File: config.mk
export PLATFORM = sky130hd
export DESIGN_NAME = bcd_score_counter
export DESIGN_NICKNAME = d
export VERILOG_FILES = /design/src/rtl/bcd_score_counter.sv
export SDC_FILE = /design/constraint.sdc
export NUM_CORES = 1
export LEC_CHECK = 0
export ABC_AREA = 1
export CAP_MARGIN = 20
export CORE_ASPECT_RATIO = 1.5
export CORE_MARGIN = 2
export CORE_UTILIZATION = 30
export DETAILED_ROUTE_END_ITERATION = 7
export GPL_TIMING_DRIVEN = 0
export REMOVE_ABC_BUFFERS = 1
export SLEW_MARGIN = 20
export SYNTH_ARGS = -nofsm -noshare
export SYNTH_HDL_FRONTEND = slang
export SYNTH_SLANG_ARGS = --single-unit
File: constraint.sdc
create_clock -name clk -period 2.4 [get_ports clk]
set_clock_uncertainty 0.2 [all_clocks]
set_input_delay 0.36 -clock clk [delete_from_list [all_inputs] [get_ports clk]]
set_output_delay 0.36 -clock clk [all_outputs]
set_load 0.03 [all_outputs]
File: src/rtl/bcd_score_counter.sv
// Per-player BCD score counter for the HEX displays: edge-counts a scoring
// request, keeps a binary copy, blanks leading zeros and flags a sticky win.
module bcd_score_counter #(
    parameter int  DIGITS    = 3,
    parameter int  WIN_SCORE = 7,
    parameter bit  BLANK_LZ  = 1'b1,
    localparam int BIN_W     = $clog2(10 ** DIGITS)
) (
    input  logic                  clk,
    input  logic                  reset_n,
    input  logic                  inc,
    input  logic                  clr,
    output logic [4*DIGITS-1:0]   digits,
    output logic [BIN_W-1:0]      score_bin,
    output logic                  win,
    output logic                  inc_ack
);

    typedef enum logic {
        COUNTING = 1'b0,
        WON      = 1'b1
    } state_e;

    state_e                   state_q, state_d;
    logic [DIGITS-1:0][3:0]   bcd_q, bcd_d;
    logic [BIN_W-1:0]         bin_q, bin_d;
    logic                     inc_q;
    logic                     acc_q;
    logic                     ack_q;
    logic                     accept;
    logic                     carry;

    assign accept = inc & ~inc_q & (state_q == COUNTING) & ~clr;

    // NOTE: every variable gets a default before any branch, so no path leaves it unassigned and no latch is inferred.
    always_comb begin
        state_d = state_q;
        bcd_d   = bcd_q;
        bin_d   = bin_q;
        carry   = accept;

        for (int i = 0; i < DIGITS; i++) begin
            if (carry) begin
                if (bcd_q[i] == 4'd9) begin
                    bcd_d[i] = 4'd0;
                end else begin
                    bcd_d[i] = bcd_q[i] + 4'd1;
                    carry    = 1'b0;
                end
            end
        end

        if (accept) begin
            bin_d = bin_q + 1'b1;
        end

        case (state_q)
            COUNTING: if (accept && bin_q == BIN_W'(WIN_SCORE - 1)) state_d = WON;
            WON:      state_d = WON;
            default:  state_d = COUNTING;
        endcase

        if (clr) begin
            state_d = COUNTING;
            bcd_d   = '0;
            bin_d   = '0;
        end
    end

    // NOTE: state registers use non-blocking assignments so every flop samples pre-edge values; reset is synchronous here.
    always_ff @(posedge clk) begin
        if (!reset_n) begin
            state_q <= COUNTING;
            bcd_q   <= '0;
            bin_q   <= '0;
            inc_q   <= 1'b0;
            acc_q   <= 1'b0;
            ack_q   <= 1'b0;
        end else begin
            state_q <= state_d;
            bcd_q   <= bcd_d;
            bin_q   <= bin_d;
            inc_q   <= inc;
            acc_q   <= accept;
            ack_q   <= clr ? 1'b0 : acc_q;
        end
    end

    // Walk from the top digit down; blank while every digit seen so far is zero.
    always_comb begin
        logic lead;
        lead   = 1'b1;
        digits = '0;
        for (int i = DIGITS - 1; i >= 0; i--) begin
            if (BLANK_LZ && lead && i != 0 && bcd_q[i] == 4'd0) begin
                digits[4*i +: 4] = 4'hF;
            end else begin
                digits[4*i +: 4] = bcd_q[i];
                lead             = 1'b0;
            end
        end
    end

    assign score_bin = bin_q;
    assign win       = (state_q == WON);
    assign inc_ack   = ack_q;

endmodule

== Word level (Yosys, flattened, before mapping) ==
Cells that the tools add are included.
Word-level totals
  input bits: 4
  bits in registers: 26
Cells by class
  muxes and demuxes: 12
  bitwise operators: 7
  add/subtract/negate cells: 4
  reductions and logical operators: 5
  eq/ne operators: 4
Operator list (number)
  $mux W4: 5
  $add A4 B1 Y4 const B: 3
  $eq A4 B4 Y1 const B: 3
  $add A10 B1 Y10 const B: 1
  $eq A10 B3 Y1 const B: 1
  $logic_not A4 Y1: 2
  $mux W1: 6
  $not A1 Y1: 4
  $and A1 B1 Y1: 3
  $logic_and A1 B1 Y1: 2
  $pmux W1 S2: 1
  $reduce_or A2 Y1: 1

== Longest topological paths before layout ==
  depth after elaboration: 7
  depth in mapped cells: 8
  depth with buffers taken out: 8

== Worst setup path after synthesis ==
Ideal clock, no wire load.
  kind: reg-to-output
  start: register bcd_q[10] in the netlist's numbering
  end: output port digits[4]
  setup slack: 746 ps
  required time: 1840 ps
  arrival time: 1094 ps
  cell stages (with the launch flop): 6
  buffers on the path: 0
  cell sequence: dfxtp_1 -> inv_1 -> nand4_2 -> nor3_1 -> nand3_1 -> nand2_1
Between the ends
  longest elaborated chain between the ends: 4
RTL lines
  start, declared: line 25  | logic [DIGITS-1:0][3:0] bcd_q, bcd_d;
  start signal, assigned: line 74  | bcd_q <= '0;
  start signal, assigned: line 81  | bcd_q <= bcd_d;
  $logic_not A4 Y1: line 95  | if (BLANK_LZ && lead && i != 0 && bcd_q[i] == 4'd0) begin
  $mux W1: line 95
  $logic_and A1 B1 Y1: line 95
  $mux W4: line 95
  end, declared: line 13  | output logic [4*DIGITS-1:0] digits,
No other way between the ends.

== Final worst setup path ==
  start: register bcd_q[10] in the netlist's numbering
  end: output port digits[5]
Same word-level chain as after synthesis.

==> out/metrics.yaml <==
status:
  outcome: "completed"
critical_path:
  critPathKind: "flop to output pin"
  critPathMaxStageDelay_ns: 0.39
  reg2reg_depth: 6
  crit_path_start_kind: "flop"
  worst_ep_arrival_time_ns: 1.71
  cpMaxStageDelayCell: "dlygate4sd2_1"
  crit_fanout: 5
  worst_setup_path_end_kind: "output pin"
  required_ns: 1.84
  cp-endpoint: "digits[5]"
  worstReg2RegEnd: "score_bin[6]"
  crit_path_start: "bcd_q[10]"
  crit_chain: "inv_1 -> nand4_2 -> nor3_1 -> nand3_1 -> nand2_1 -> dlygate4sd2_1"
  rrSetupSlack_ns: 0.85
  r2r-start: "score_bin[1]"
routing:
  postRouteAntennaNets: 0
  wl_met1_um: 1399
  dr_wl_met3_um: 90
  wl_met2_um: 1509
  highest_layer: "met4"
  postRouteWirelength_um: 3036
  first_pass_iters: 4
  via_per_inst: 4.388
  drcViolationCount: 0
  num_vias: 1356
  wl_per_cell_um: 9.825
  drt_iter0_drc: 62
final_layout:
  mostFrequentLayoutCells: "60 x nand2_1, 35 x inv_1, 28 x nor2_1, 26 x dfxtp_1, 23 x clkdlybuf4s50_1"
  n_antenna_cell: 0
  layout-drive-gt1-share_pct: 8.163
  final_common_cell: "nand2_1"
  area_growth_pct: 24.61
  final_nets: 252
  final-instance-count-excl-fill: 309
placed_design:
  gp_congestion: 0.8206
  dp_slack_ns: 0.1313
  post-dp-hpwl_um: 2296
  place_inst: 305
  portBuffers: 27
timing:
  setup_slack_ns: 0.1252
  tns_ns: 0
  fin_hold_ws_ns: 0.2241
  grt_setup_unrepaired: "false"
  fin_crit_ns: 2.275
  slew_viol_final: 0
  slew_headroom_pct: 78.63
  setup_violations: 0
  fmax_mhz: 439.6
  period_share_pct: 94.79
  finalHoldViolCount: 0
  tightest_slew_ns: 0.3196
pwr:
  power_uw: 768.9
  power_density_nw_per_um2: 428.9
  power.switching_uw: 171.9
  comb_power_share_pct: 6.2
  switching_share_pct: 22.36
  power_frac_seq_pct: 56.9
  clock_power_share_pct: 36.9
  vdd_drop_max_mv: 0.2509
  power.leakage_uw: 0.0007086
  internal-power_uw: 597.0
synth:
  syn_avg_cell_area_um2: 6.540
  synth_edf_count: 0
  synth_top_area_cell: "dfxtp_1"
  yosysWarnings: 0
  synth_cell_types: 22
  ys_seq_area_share_pct: 36.17
  syn_area_um2: 1439
  yosys-top-cells-area: "dfxtp_1 36%, nand2_1 16%, inv_1 9.1%"
  synth-seq-cells: 26
  ys.flop_type: "dfxtp_1"
  synthArstFlopShare_pct: 0
  synthCells: 220
  synth_top_cell_area_share_pct: 36.17
clock_tree:
  cts_buffers: 3
  htree_levels: 1
  cts.reportedPaths.clkPinSlew_ns: 0.09
  holdBufCountCts: 0
  post_cts.repair.setup_buffers: 0
  insertion_delay_ns: 0.27
  cts_root_buf: "clkbuf_8"
  cts_tree: "yes"
  clock-sinks: 26
  clockBufferDepth: 2
floorplan:
  ios: 28
  die_h_um: 88.82
  start_util_pct: 31.42
  design.die.area_um2: 5378
  die_w_um: 60.55
  rows: 30
  core_area_um2: 4579
global_routing:
  grt_util_all_layers_pct: 12.70
  grt_pass1_vias: 1246
  grt_overflow_total: 0
  grt_antenna_before_repair: 0
  grt_pass1_wl_um: 5264
  grt_max_degree: 16
run:
  cap_violations: 0
worst_hold_path:
  hold_path.class: "flop to flop"
==> power by group through the flow <==
stage / sequential, uW / clock [uW] / combinational (uW)
4_1_cts: 438 / 299 / 48.4
6_report: 438 / 284 / 47.5
3_5_place_dp: 448 / 0 / 48.1
5_1_grt: 438 / 311 / 53.4
2_1_floorplan: 451 / 0 / 26.9
3_3_place_gp: 448 / 0 / 47.5
==> worst min path at each step <==
stage / cells past startpoint / slack (ns) / to / start
6_report: 2 / 0.22 / inc_ack / acc_q
5_1_grt: 2 / 0.26 / inc_ack / acc_q
4_1_cts: 2 / 0.23 / inc_ack / acc_q
3_5_place_dp: 2 / 0.22 / inc_ack / acc_q
3_3_place_gp: 2 / 0.22 / inc_ack / acc_q
2_1_floorplan: 2 / 0.19 / inc_ack / acc_q
==> final cells by class <==
type                            instances  area [um2]
Sequential cell                        26       520.5
Timing Repair Buffer                   27       267.8
Inverter                               40       150.1
Multi-Input combinational cell        148       719.4
Tap cell                               64       80.08
Clock buffer                            4       55.05
Fill cell                             526        2786
==> registers in the layout, indices dropped and copies added (netlist names) <==
signal and cells:
acc_q 1, bcd_q 8, digits 4, inc_ack 1, inc_q 1, score_bin 10, win 1
==> synth_stat cells (2+ instances only) <==
library cell	number
nand2_4	2
nor2_1	28
nand4_1	5
inv_2	5
nor2_2	2
ha_1	2
o21ai_0	8
xor2_1	3
buf_4	5
o21ai_1	3
nor3_1	5
nand2_2	3
inv_1	35
nand2_1	60
nand3_1	12
dfxtp_1	26
a21oi_1	10
nor2_4	2
==> metal layers <==
metal	vias to the layer above	global-route usage, %
met4	0	3.557
met5	-	0
li1	723	-
met1	607	15.20
met2	22	22.73
met3	4	2.339
==> cell families after synthesis <==
group / after synthesis / share of synthesized area, %
AOI/OAI and AO/OA: 21 / 7.304
xor gates and xnor gates: 3 / 1.826
adders and majority gates: 2 / 1.739
buffers and inverters: 46 / 13.83
DFF: 26 / 36.17
and+or+nand+nor: 122 / 39.13
==> metrics by stage <==
step,utilization [%],instance area [um2]
after floorplan,-,1390
after global placement,38.01,1740
after detailed placement,38.01,1740
after CTS,39.10,1790
after global routing,39.15,1793
final,39.15,1793
==> worst max-delay path, delay by kind of cell, from the launching register on <==
family / cells / cell delay (ns)
buffers and inverters: 2 / 0.54
AND/OR/NAND/NOR: 4 / 0.58
flip-flops: 1 / 0.33
==> what timing repair did <==
action / in CTS / in global routing
setup endpoints to repair: 4 / 2
resized for setup: 4 / 2
gates cloned: 0 / 0
Power figures use the tool's default switching activity.
